### src/rtl/pic_pkg.sv
// Shared types, OCW2 command codes and priority helpers for the 8259 service controller.
package pic_pkg;

  localparam int NUM_IR = 8;

  typedef enum logic [1:0] {IDLE, ACK1, ACK2} pic_state_t;

  localparam logic [2:0] OCW2_ROT_AEOI_CLR = 3'b000;
  localparam logic [2:0] OCW2_NS_EOI       = 3'b001;
  localparam logic [2:0] OCW2_S_EOI        = 3'b011;
  localparam logic [2:0] OCW2_ROT_AEOI_SET = 3'b100;
  localparam logic [2:0] OCW2_ROT_NS_EOI   = 3'b101;
  localparam logic [2:0] OCW2_SET_PRIO     = 3'b110;
  localparam logic [2:0] OCW2_ROT_S_EOI    = 3'b111;

  typedef struct packed {
    logic       valid;
    logic [2:0] id;
  } pick_t;

  // Rank 0 is the highest priority; under rotation the line after last is rank 0.
  function automatic logic [2:0] priority_rank(input logic [2:0] id, input logic rot_en,
                                               input logic [2:0] last);
    return rot_en ? 3'(id - last - 3'd1) : id;
  endfunction

  function automatic pick_t highest_isr(input logic [NUM_IR-1:0] bits, input logic rot_en,
                                        input logic [2:0] last);
    pick_t      pick;
    logic [2:0] idx;
    pick = '0;
    // Scan from lowest priority upward so the highest-priority hit is written last.
    for (int k = NUM_IR - 1; k >= 0; k--) begin
      idx = rot_en ? 3'(last + 3'(k) + 3'd1) : 3'(k);
      if (bits[idx]) begin
        pick.valid = 1'b1;
        pick.id    = idx;
      end
    end
    return pick;
  endfunction

endpackage

### src/rtl/pic_service_controller_if.sv
// Bus-side handshake between the 8259 bus/control logic and the service controller.
interface pic_service_controller_if;
  logic       inta_pulse;
  logic       cmd_valid;
  logic [2:0] cmd_code;
  logic [2:0] cmd_level;
  logic       int_out;
  logic [7:0] vector_out;
  logic       vector_oe;

  modport master (
    output inta_pulse, cmd_valid, cmd_code, cmd_level,
    input  int_out, vector_out, vector_oe
  );

  modport slave (
    input  inta_pulse, cmd_valid, cmd_code, cmd_level,
    output int_out, vector_out, vector_oe
  );
endinterface

### src/rtl/Priority_Resolver.sv
// Combinational 8259 priority resolver: picks the best unmasked request and flags
// whether it outranks everything currently in service.
module Priority_Resolver
  import pic_pkg::*;
(
  input  logic [NUM_IR-1:0] IRQ_status,
  input  logic [NUM_IR-1:0] IS_status,
  input  logic [NUM_IR-1:0] IR_mask,
  input  logic              Rotating_priority,
  input  logic [2:0]        last_serviced,
  output logic [2:0]        PriorityID,
  output logic              INTFLAG
);

  pick_t req_pick;
  pick_t isr_pick;

  always_comb begin
    req_pick   = highest_isr(IRQ_status & ~IR_mask, Rotating_priority, last_serviced);
    isr_pick   = highest_isr(IS_status, Rotating_priority, last_serviced);
    PriorityID = req_pick.id;
    INTFLAG    = req_pick.valid &&
                 (!isr_pick.valid ||
                  (priority_rank(req_pick.id, Rotating_priority, last_serviced) <
                   priority_rank(isr_pick.id, Rotating_priority, last_serviced)));
  end

endmodule

### src/rtl/pic_service_controller.sv
// 8259 interrupt service sequencer: IRR/ISR ownership, two-pulse INTA acknowledge,
// vector generation and OCW2 EOI/rotate commands around the Priority_Resolver.
module pic_service_controller
  import pic_pkg::*;
(
  input  logic                     clk,
  input  logic                     rst_n,
  input  logic                     init_pulse,
  input  logic                     level_trig,
  input  logic                     auto_eoi,
  input  logic [4:0]               vector_base,
  input  logic [NUM_IR-1:0]        imr,
  input  logic [NUM_IR-1:0]        ir_req,
  pic_service_controller_if.slave  bus,
  output logic [NUM_IR-1:0]        irr,
  output logic [NUM_IR-1:0]        isr
);

  pic_state_t        state, state_next;
  logic [NUM_IR-1:0] irr_next, isr_next, ir_prev;
  logic [2:0]        last_serviced, last_next;
  logic [2:0]        ack_id, ack_id_next;
  logic              rot_en, rot_en_next, rot_aeoi, rot_aeoi_next;
  logic              spurious, spurious_next, int_next;
  logic [2:0]        prio_id;
  logic              intflag;
  pick_t             eoi_pick;

  Priority_Resolver u_resolver (
    .IRQ_status        (irr),
    .IS_status         (isr),
    .IR_mask           (imr),
    .Rotating_priority (rot_en),
    .last_serviced     (last_serviced),
    .PriorityID        (prio_id),
    .INTFLAG           (intflag)
  );

  always_comb begin
    // NOTE: every output of this block gets a default first, so no path can infer a latch.
    state_next     = state;
    isr_next       = isr;
    last_next      = last_serviced;
    rot_en_next    = rot_en;
    rot_aeoi_next  = rot_aeoi;
    ack_id_next    = ack_id;
    spurious_next  = spurious;
    int_next       = bus.int_out;
    bus.vector_oe  = 1'b0;
    bus.vector_out = '0;
    irr_next       = level_trig ? ir_req : ((irr & ir_req) | (ir_req & ~ir_prev));
    eoi_pick       = highest_isr(isr, rot_en, last_serviced);

    if (bus.cmd_valid) begin
      unique case (bus.cmd_code)
        OCW2_NS_EOI:       if (eoi_pick.valid) isr_next[eoi_pick.id] = 1'b0;
        OCW2_S_EOI:        isr_next[bus.cmd_level] = 1'b0;
        OCW2_ROT_NS_EOI:   if (eoi_pick.valid) begin
                             isr_next[eoi_pick.id] = 1'b0;
                             last_next             = eoi_pick.id;
                             rot_en_next           = 1'b1;
                           end
        OCW2_ROT_S_EOI:    if (isr != '0) begin
                             isr_next[bus.cmd_level] = 1'b0;
                             last_next               = bus.cmd_level;
                             rot_en_next             = 1'b1;
                           end
        OCW2_SET_PRIO:     begin
                             last_next   = bus.cmd_level;
                             rot_en_next = 1'b1;
                           end
        OCW2_ROT_AEOI_SET: rot_aeoi_next = 1'b1;
        OCW2_ROT_AEOI_CLR: rot_aeoi_next = 1'b0;
        default:           ;
      endcase
    end

    // FSM updates follow the EOI so an ACK1 set of the same ISR bit wins.
    unique case (state)
      IDLE: begin
        int_next = intflag;
        if (bus.inta_pulse) begin
          state_next    = ACK1;
          ack_id_next   = prio_id;
          spurious_next = !intflag;
          int_next      = 1'b0;
          if (intflag) begin
            isr_next[prio_id] = 1'b1;
            if (!level_trig) irr_next[prio_id] = 1'b0;
          end
        end
      end
      ACK1: if (bus.inta_pulse) state_next = ACK2;
      ACK2: begin
        bus.vector_oe  = 1'b1;
        bus.vector_out = {vector_base, spurious ? 3'd7 : ack_id};
        if (auto_eoi && !spurious) begin
          isr_next[ack_id] = 1'b0;
          if (rot_aeoi) last_next = ack_id;
        end
        state_next = IDLE;
      end
      default: state_next = IDLE;
    endcase

    if (init_pulse) begin
      state_next     = IDLE;
      irr_next       = '0;
      isr_next       = '0;
      last_next      = 3'd7;
      rot_en_next    = 1'b0;
      rot_aeoi_next  = 1'b0;
      ack_id_next    = '0;
      spurious_next  = 1'b0;
      int_next       = 1'b0;
      bus.vector_oe  = 1'b0;
      bus.vector_out = '0;
    end
  end

  // NOTE: state registers use non-blocking assignments so every flop samples pre-edge values.
  always_ff @(posedge clk or negedge rst_n) begin
    if (!rst_n) begin
      state         <= IDLE;
      irr           <= '0;
      isr           <= '0;
      ir_prev       <= '0;
      last_serviced <= 3'd7;
      rot_en        <= 1'b0;
      rot_aeoi      <= 1'b0;
      ack_id        <= '0;
      spurious      <= 1'b0;
      bus.int_out   <= 1'b0;
    end else begin
      state         <= state_next;
      irr           <= irr_next;
      isr           <= isr_next;
      ir_prev       <= ir_req;
      last_serviced <= last_next;
      rot_en        <= rot_en_next;
      rot_aeoi      <= rot_aeoi_next;
      ack_id        <= ack_id_next;
      spurious      <= spurious_next;
      bus.int_out   <= int_next;
    end
  end

endmodule

### src/flat_wrapper.sv
// flat-port wrapper written by rule: the top's interface ports become plain ports
module pic_service_controller_flat import pic_pkg::*;
  (clk, rst_n, init_pulse, level_trig, auto_eoi, vector_base, imr, ir_req, irr, isr, bus_inta_pulse, bus_cmd_valid, bus_cmd_code, bus_cmd_level, bus_int_out, bus_vector_out, bus_vector_oe);
  pic_service_controller_if bus_i ();
  input  logic clk;
  input  logic rst_n;
  input  logic init_pulse;
  input  logic level_trig;
  input  logic auto_eoi;
  input  logic [4:0] vector_base;
  input  logic [NUM_IR-1:0] imr;
  input  logic [NUM_IR-1:0] ir_req;
  output logic [NUM_IR-1:0] irr;
  output logic [NUM_IR-1:0] isr;
  input wire logic [$bits(bus_i.inta_pulse)-1:0] bus_inta_pulse;
  input wire logic [$bits(bus_i.cmd_valid)-1:0] bus_cmd_valid;
  input wire logic [$bits(bus_i.cmd_code)-1:0] bus_cmd_code;
  input wire logic [$bits(bus_i.cmd_level)-1:0] bus_cmd_level;
  output wire logic [$bits(bus_i.int_out)-1:0] bus_int_out;
  output wire logic [$bits(bus_i.vector_out)-1:0] bus_vector_out;
  output wire logic [$bits(bus_i.vector_oe)-1:0] bus_vector_oe;
  assign bus_i.inta_pulse = bus_inta_pulse;
  assign bus_i.cmd_valid = bus_cmd_valid;
  assign bus_i.cmd_code = bus_cmd_code;
  assign bus_i.cmd_level = bus_cmd_level;
  assign bus_int_out = bus_i.int_out;
  assign bus_vector_out = bus_i.vector_out;
  assign bus_vector_oe = bus_i.vector_oe;
  pic_service_controller u_core (.clk(clk), .rst_n(rst_n), .init_pulse(init_pulse), .level_trig(level_trig), .auto_eoi(auto_eoi), .vector_base(vector_base), .imr(imr), .ir_req(ir_req), .bus(bus_i), .irr(irr), .isr(isr));
endmodule
### config.mk
export PLATFORM = sky130hd
export DESIGN_NAME = pic_service_controller_flat
export DESIGN_NICKNAME = d
export VERILOG_FILES = /design/src/rtl/pic_pkg.sv /design/src/rtl/pic_service_controller_if.sv /design/src/rtl/Priority_Resolver.sv /design/src/rtl/pic_service_controller.sv /design/src/flat_wrapper.sv
export SDC_FILE = /design/constraint.sdc
export NUM_CORES = 1
export LEC_CHECK = 0
export BUFFER_PORTS_ARGS = -buffer_cell sky130_fd_sc_hd__buf_2
export CAP_MARGIN = 20
export CELL_PAD_IN_SITES_DETAIL_PLACEMENT = 0
export CELL_PAD_IN_SITES_GLOBAL_PLACEMENT = 1
export CORE_MARGIN = 4
export CORE_UTILIZATION = 45
export CTS_BUF_LIST = sky130_fd_sc_hd__clkbuf_4
export CTS_CLUSTER_SIZE = 20
export DETAILED_ROUTE_END_ITERATION = 7
export HOLD_SLACK_MARGIN = 0.02
export PLACE_DENSITY_LB_ADDON = 0.1
export SKIP_LAST_GASP = 1
export SLEW_MARGIN = 20
export SYNTH_ARGS = -nofsm -noshare
export SYNTH_HDL_FRONTEND = slang
export SYNTH_SLANG_ARGS = --single-unit
### constraint.sdc
create_clock -name clk -period 17.4 [get_ports clk]
set_input_delay 0.87 -clock clk [delete_from_list [all_inputs] [get_ports clk]]
set_output_delay 0.87 -clock clk [all_outputs]
set_load 0.05 [all_outputs]
# Yosys cells after proc, flatten, opt, wreduce, memory -nomap -nowiden
# Cells that the tools add are included.
dict set report classes {
  add_sub_neg 18
  n_lt_le_gt_ge 17
  eq_ne 12
  mux 115
  bitwise 15
  reduce_logical 23
}
# operator n
set ops {}
lappend ops {{8-bit two-way mux} 15}
lappend ops {{4-bit two-way mux} 16}
lappend ops {{3-bit two-way mux} 21}
lappend ops {{8-bit bitwise AND} 7}
lappend ops {{1-bit binary-select mux with 3-bit select} 16}
lappend ops {{3-bit by 4-bit < comparator with 1-bit output (second input constant)} 12}
lappend ops {{8-bit inverter} 6}
lappend ops {{1-bit two-way mux} 34}
lappend ops {{3-bit by 1-bit adder with 3-bit output (second input constant)} 8}
lappend ops {{8-bit one-hot mux with 3 select lines} 1}
lappend ops {{8-bit OR} 2}
lappend ops {{8-bit one-hot mux with 2 select lines} 1}
lappend ops {{3-bit adder (second input constant)} 4}
lappend ops {{1-bit demux with 3-bit select} 4}
lappend ops {{3-bit equality test (second input constant)} 4}
lappend ops {{3-bit by 1-bit >= comparator with 1-bit output (second input constant)} 4}
lappend ops {{3-bit one-hot mux with 3 select lines} 1}
lappend ops {{8-bit nonzero test} 1}
lappend ops {{3-bit by 2-bit adder with 3-bit output (second input constant)} 2}
lappend ops {{1-bit logical AND} 6}
lappend ops {{2-bit two-way mux} 3}
lappend ops {{3-bit by 2-bit inequality test with 1-bit output (second input constant)} 2}
lappend ops {{3-bit inequality test (second input constant)} 2}
lappend ops {{2-bit AND reduction} 3}
lappend ops {{19 further kinds} 25}
dict set report totals {
  regBits 36
  in_bits 34
  out_inout_bits 26
  elab_cells 210
}

# Depth between registers and ports, before layout
dict set report logic_depth {
  ltp_word 27
  ltp_mapped 23
  ltp_nobuf 18
}

# Cells and area by module
# Synthesis repeated with hierarchy kept, for this count alone.
dict set report unflattened {
  cells_unflattened 649
  area_unflattened_um2 5337.6
}
# module n_inst cells_per_inst area_each_um2
set by_module_without_submodules {}
lappend by_module_without_submodules {pic_service_controller 1 370 3067.9}
lappend by_module_without_submodules {Priority_Resolver 1 279 2269.7}

# Worst setup path after synthesis
# No wires, ideal clock.
dict set report synth_path {
  path_kind {register to register}
  startpoint {reg u_core.last_serviced[0]}
  endpoint {reg u_core.isr[4]}
  arrival_time_ns 5.444
  required_ns 17.304
  slack_ns 11.860
  stages_incl_launch_ff 24
  synth_period_minus_slack_ns 5.540
  path_cell_list {dfstp_2 > buf_2 > buf_4 > clkbuf_1 > inv_1 > ha_1 > clkbuf_1 > and2_1 > buf_2 > mux4_2 > mux2_2 > and3b_1 > o2bb2ai_1 > a2bb2oi_2 > ha_1 > fa_1 > xor2_1 > nor2_1 > xnor2_1 > ha_1 > a21oi_1 > o21ai_2 > or4_4 > o32ai_2}
}
dict set report synth_via {
  elab_chain_cells 27
  word_cells_on_any_way 102
  classes_between {add/sub (18); order compare (5); mux (70); bitwise (4); reduce/logical (5)}
}
# element line
set synth_rtl {}
lappend synth_rtl {{start: declaration} pic_service_controller.sv:21} ;# logic [2:0] last_serviced, last_next;
lappend synth_rtl {{start signal: assignment} pic_service_controller.sv:139} ;# last_serviced <= last_next;
lappend synth_rtl {{3-bit adder} pic_pkg.sv:34} ;# idx = rot_en ? 3'(last + 3'(k) + 3'd1) : 3'(k);
lappend synth_rtl {{3-bit by 1-bit adder with 3-bit output} pic_pkg.sv:34}
lappend synth_rtl {{3-bit two-way mux} pic_pkg.sv:34}
lappend synth_rtl {{1-bit binary-select mux with 3-bit select} pic_pkg.sv:35} ;# if (bits[idx]) begin
lappend synth_rtl {{1-bit two-way mux (implied by the code)} pic_pkg.sv:35}
lappend synth_rtl {{4-bit two-way mux (8 in series)} pic_pkg.sv:35}
lappend synth_rtl {{3-bit by 4-bit < comparator with 1-bit output (implied by the code) or 3-bit by 1-bit >= comparator with 1-bit output (tied branches)} {pic_service_controller.sv:56, pic_service_controller.sv:59}}
lappend synth_rtl {{1-bit logical AND (implied by the code)} {pic_service_controller.sv:56, pic_service_controller.sv:59}}
lappend synth_rtl {{(+5 left out)} n/a}
lappend synth_rtl {{8-bit one-hot mux with 3 select lines} pic_service_controller.sv:55} ;# unique case (bus.cmd_code)
lappend synth_rtl {{8-bit two-way mux} pic_service_controller.sv:54} ;# if (bus.cmd_valid) begin
lappend synth_rtl {{8-bit OR (no line)} n/a}
lappend synth_rtl {{8-bit two-way mux} pic_service_controller.sv:87} ;# if (intflag) begin
lappend synth_rtl {{8-bit two-way mux} pic_service_controller.sv:82} ;# if (bus.inta_pulse) begin
lappend synth_rtl {{8-bit one-hot mux with 2 select lines *} pic_service_controller.sv:79} ;# unique case (state)
lappend synth_rtl {{8-bit two-way mux *} pic_service_controller.sv:106} ;# if (init_pulse) begin
lappend synth_rtl {{via u_core.isr_next[4]} pic_service_controller.sv:20} ;# logic [NUM_IR-1:0] irr_next, isr_next, ir_prev;
lappend synth_rtl {{end signal: assignment} pic_service_controller.sv:137} ;# isr <= isr_next;
lappend synth_rtl {{end: declaration} pic_service_controller.sv:16} ;# output logic [NUM_IR-1:0] isr
# Mark *: on every way through the listed nets, which the timed path passes. The rest lies on a longest branch. The select of a mux whose other input is x is not followed.
# A chain may end at the register's enable or synchronous reset.

# Worst setup path after layout
dict set report layout_path {
  startpoint {reg u_core.last_serviced[0]}
  endpoint {reg u_core.irr[6]}
}
dict set report layout_via {
  elab_chain_cells 24
  word_cells_on_any_way 92
  classes_between {add/sub (18); order compare (3); mux (65); bitwise (2); reduce/logical (4)}
}
# element line
set layout_rtl {}
lappend layout_rtl {{branches (longest 20 deep; another with 3-bit adder)} n/a}
lappend layout_rtl {{8-bit two-way mux *} pic_service_controller.sv:87}
lappend layout_rtl {{8-bit two-way mux *} pic_service_controller.sv:82}
lappend layout_rtl {{8-bit two-way mux *} pic_service_controller.sv:79}
lappend layout_rtl {{8-bit two-way mux *} pic_service_controller.sv:106}
lappend layout_rtl {{via u_core.irr_next[6]} pic_service_controller.sv:20}
lappend layout_rtl {{end signal: assignment} pic_service_controller.sv:136} ;# irr <= irr_next;
lappend layout_rtl {{end: declaration} pic_service_controller.sv:15} ;# output logic [NUM_IR-1:0] irr,
# Mark *: on every way through the listed nets, which the timed path passes. The select of a mux whose other input is x is not followed.

==> Implementation_results.wiki <==
{| class="wikitable"
! Metric !! Value
|-
| Outcome || complete, no violations
|-
| Number of flops mapped to enable cells by yosys || 0
|-
| Share of the synthesized netlist area taken by xor and xnor gates || between 3 and 4%
|-
| Signed area change from the synthesized netlist to the final layout || 7.68%
|-
| Share of async-settable or async-resettable flops after synthesis || 100%
|-
| DRT iter0 DRCs || 312
|-
| Maximum number of pins on one net before global-route repair || 40
|-
| Inserted Diodes || 0
|-
| Post-Synthesis Cell Area || around 0.0046 mm^2
|-
| Max_slew headroom || between 20% and 30%
|-
| Share of power burned in registers || ~30%
|-
| H-tree level count || 2
|-
| Gr ovfl total || 0
|-
| Top achievable clock speed || roughly 160 MHz
|-
| Depth of the worst register-to-register path || 18
|-
| Post-CTS setup buffer count || 0
|-
| Core ar. || a little under 0.01 mm^2
|-
| Sequential cell area fraction in the yosys report || 19.6%
|-
| Met3 capacity usage during global routing || 2.43%
|-
| Largest buffer count on any clock path || 2
|-
| CTS tree || done
|-
| Switching Share || between 40 and 50%
|-
| Cell Rows || 36
|-
| Top cell type's share of synthesized area || 17.9%
|-
| Total internal power || about 200 uW
|-
| Dominant combinational cell family by area after synthesis || simple AND/OR/NAND/NOR gates
|-
| Synth warn || 0
|-
| Endpoint class of the critical path || flop
|-
| Drt pass-1 iters || 5
|-
| Simple-gate portion of the synthesized area || between 20% and 30%
|-
| I/O pin total || 60
|-
| Clock network latency to the later pin of the worst-skew pair || 0.34 ns
|-
| Top cell type by total area after synthesis || sky130_fd_sc_hd__dfrtp_1
|-
| Worst Min Path Start || u_core.ir_prev[5]
|-
| Most frequent standard cell in the layout excluding fill and tap cells || sky130_fd_sc_hd__buf_2
|-
| GRT Overall Usage || 24.9%
|-
| Clock power frac || a little under an eighth
|-
| Worst hold margin || between 0.4 and 0.5 ns
|-
| Met2 demand-to-capacity share in global routing || approximately two fifths
|-
| Number of max-capacitance violations reported || 0
|-
| Setup Skew || between 0.008 and 0.009 ns
|-
| Count of final max-slew check failures || 0
|-
| Number of cells upsized or downsized after cts || 0
|-
| Worst vdd rail ir drop || between 50 and 60 uV
|-
| Most used cells in the layout excluding fill and tap cells || sky130_fd_sc_hd__buf_2 (59), sky130_fd_sc_hd__nor2_1 (43), sky130_fd_sc_hd__dfrtp_1 (33)
|-
| Hold path cells || 1
|-
| Most area-consuming cells after synthesis || sky130_fd_sc_hd__dfrtp_1 (18%), sky130_fd_sc_hd__mux4_2 (9.8%), sky130_fd_sc_hd__mux2i_1 (5.0%), sky130_fd_sc_hd__nand2b_1 (3.7%), sky130_fd_sc_hd__nor2_1 (3.5%)
|-
| Most used routing layer || met2
|-
| Starting Density || ~47%
|-
| Post-DRT Antenna Nets || 0
|-
| Inserted Clock Buffers || 5
|-
| # port buffers || 59
|-
| Compound-gate portion of the synthesized area || about a quarter
|-
| Global placer's final weighted congestion || approximately 0.97
|-
| Die Width || approximately 110 um
|-
| Final setup vio count || 0
|-
| Nets || 596
|-
| Vias in the first global route || about 4.4k
|-
| Total power divided by cell area || 79.4 mW/mm^2
|-
| Total Die Area || roughly 0.012 mm^2
|-
| Endpoint of the lowest-slack register-to-register path || u_core.irr[6]
|-
| Setup TNS || 0 ns
|-
| Unrepaired setup endpoints after global routing || no
|-
| Minimum period implied by the final worst setup slack || roughly 6.3 ns
|-
| Most common flop cell mapped by yosys || sky130_fd_sc_hd__dfrtp_1
|-
| CP arrival || roughly 6.5 ns
|-
| Number of hold violations in the final report || 0
|-
| Hold Path Sink || u_core.irr[5]
|-
| Data required time at the worst endpoint || roughly 18 ns
|-
| Part of the power in combinational logic || about three fifths
|-
| Post-route DRC || 0
|-
| Number of placed cells counting well taps || 679
|-
| Startpoint type of the worst setup path || flop
|-
| Final Non-Filler Cells || about 700
|-
| Critical path fanouts, max || 32
|-
| Worst min-delay path category || flop to flop
|-
| Syn_nets || ~570
|-
| Buffer cell driving the clock tree root || sky130_fd_sc_hd__clkbuf_4
|-
| Hold bufs inserted after CTS || 0
|-
| Final worst path period share || between 30 and 40%
|-
| Final cell utilization of the core || 50.4%
|-
| Mean post-synth cell area || between 8 and 9 um^2
|-
| Flip-flop and latch count after synthesis || 36
|-
| Post-synthesis share of cell area spent on full adders, half adders and majority gates || under 10%
|-
| Synth cell types || 84
|-
| Post-Syn Instances || between 500 and 600
|-
| Overall routed net length || 14800 um
|-
| First-pass GRT wire length || 23500 um
|-
| Slew of the pin with the lowest slew margin || between 1 and 1.5 ns
|-
| Standby leakage power || roughly 2.1 nW
|-
| Number of vias in the routed layout || 4542
|-
| Post-detailed-route via-to-cell ratio || 6.61
|-
| Setup slack of the worst register-to-register path || roughly 11 ns
|-
| TritonCTS sink count || 36
|-
| Net switching component of the power || between 150 and 200 uW
|-
| Global routing met1 resource utilization || 34.9%
|-
| Critical R2R Launch || u_core.last_serviced[0]
|-
| Fraction of layout instances using a drive strength above 1 || around 23%
|-
| Number of antenna violations at the first check in global routing || 0
|-
| Average wire per cell in the routed design || ~22 um
|-
| Half-perimeter wire length after placement || approximately 11000 um
|-
| Clk pin slew, worst setup/hold paths || 0.12 ns
|-
| Die extent in y || roughly 110 um
|-
| WS Path Type || flop to flop
|-
| Portion of netlist area occupied by mux cells || roughly 17%
|}
area by class of cell:
type,instances,area (um^2)
Multi-Input combinational cell,441,3500
Sequential cell,36,905
Clock buffer,5,37.5
Timing Repair Buffer,62,318
Inverter,7,26.3
Fill cell,978,4900
Tap cell,133,166
Clock inverter,3,18.8
kinds of logic (layout without fill, tap and decap cells):
group,Yosys count,after routing
and+or+nand+nor,205,205
AOI/OAI and AO/OA,159,159
muxes,54,54
buffers and inverters,48,77
DFF,36,36
xor gates and xnor gates,14,14
adders and majority gates,9,9
layer usage:
layer	up-vias	routed length [um]
li1	2118	-
met1	2175	6410
met2	225	7090
met3	24	1030
met4	0	289
met5	-	0
worst max-delay path, cell delays in order (launching register included):
cell and delay, ns:
sky130_fd_sc_hd__dfstp_2 0.97, sky130_fd_sc_hd__inv_1 0.25, sky130_fd_sc_hd__ha_1 0.46, sky130_fd_sc_hd__xnor2_1 0.30, sky130_fd_sc_hd__nand2_1 0.17, sky130_fd_sc_hd__nor3b_1 0.77, sky130_fd_sc_hd__or4_1 0.23, sky130_fd_sc_hd__o221a_2 0.22
sky130_fd_sc_hd__nand3_1 0.29, sky130_fd_sc_hd__ha_1 0.32, sky130_fd_sc_hd__fa_1 0.37, sky130_fd_sc_hd__xor2_1 0.15, sky130_fd_sc_hd__nor2_1 0.13, sky130_fd_sc_hd__xnor2_1 0.10, sky130_fd_sc_hd__ha_1 0.35, sky130_fd_sc_hd__o311a_1 0.17
sky130_fd_sc_hd__o211a_2 0.30, sky130_fd_sc_hd__nor4b_2 0.11, sky130_fd_sc_hd__a2111oi_0 0.45
state kept, by name (all words and copies together) (netlist names):
signal                count
u_core.ir_prev            8
u_core.irr                8
u_core.isr                8
u_core.ack_id             3
u_core.last_serviced      3
u_core.state              2
u_core.bus.int_out        1
u_core.rot_aeoi           1
u_core.rot_en             1
u_core.spurious           1
synth_stat cells, types with 8 or more instances:
cell type,n
sky130_fd_sc_hd__a21oi_1,29
sky130_fd_sc_hd__nand2b_1,27
sky130_fd_sc_hd__and2_1,11
sky130_fd_sc_hd__a221oi_1,13
sky130_fd_sc_hd__a211oi_1,12
sky130_fd_sc_hd__a31oi_1,8
sky130_fd_sc_hd__nor2_1,43
sky130_fd_sc_hd__mux2_2,9
sky130_fd_sc_hd__o211ai_1,8
sky130_fd_sc_hd__nand3_1,12
sky130_fd_sc_hd__nor2b_1,18
sky130_fd_sc_hd__nand2_1,30
sky130_fd_sc_hd__dfrtp_1,33
sky130_fd_sc_hd__buf_2,8
sky130_fd_sc_hd__mux2i_1,23
sky130_fd_sc_hd__clkbuf_1,24
sky130_fd_sc_hd__o21ai_0,12
sky130_fd_sc_hd__nand3b_1,8
sky130_fd_sc_hd__mux4_2,20
stage by stage:
stage | power, mW | cell area (um^2) | setup slack (ns)
2_1_floorplan | 0.286 | 4610 | 11.86
3_3_place_gp | 0.344 | 4910 | 11.39
3_5_place_dp | 0.345 | 4910 | 11.28
4_1_cts | 0.392 | 4960 | 11.23
5_1_grt | 0.420 | 4970 | 10.72
6_report | 0.394 | 4970 | 11.14
power by group through the flow:
stage                     combinational, mW  sequential (mW)  clock, mW
final                                 0.233            0.116     0.0461
after global routing                  0.253            0.117     0.0511
after CTS                             0.230            0.115     0.0472
after detailed placement              0.229            0.116          0
after global placement                0.228            0.116          0
after floorplan                       0.175            0.111          0
worst max-delay path by stage:
stage / cells after the start / from / end / slack [ns]
3_5_place_dp: 18 / u_core.last_serviced[0] / u_core.isr[4] / 11.28
4_1_cts: 18 / u_core.last_serviced[0] / u_core.isr[4] / 11.23
2_1_floorplan: 23 / u_core.last_serviced[0] / u_core.isr[4] / 11.86
6_report: 18 / u_core.last_serviced[0] / u_core.irr[6] / 11.14
3_3_place_gp: 18 / u_core.last_serviced[0] / u_core.irr[6] / 11.39
5_1_grt: 18 / u_core.last_serviced[0] / u_core.irr[6] / 10.72
(Power assumes the default switching activity.)
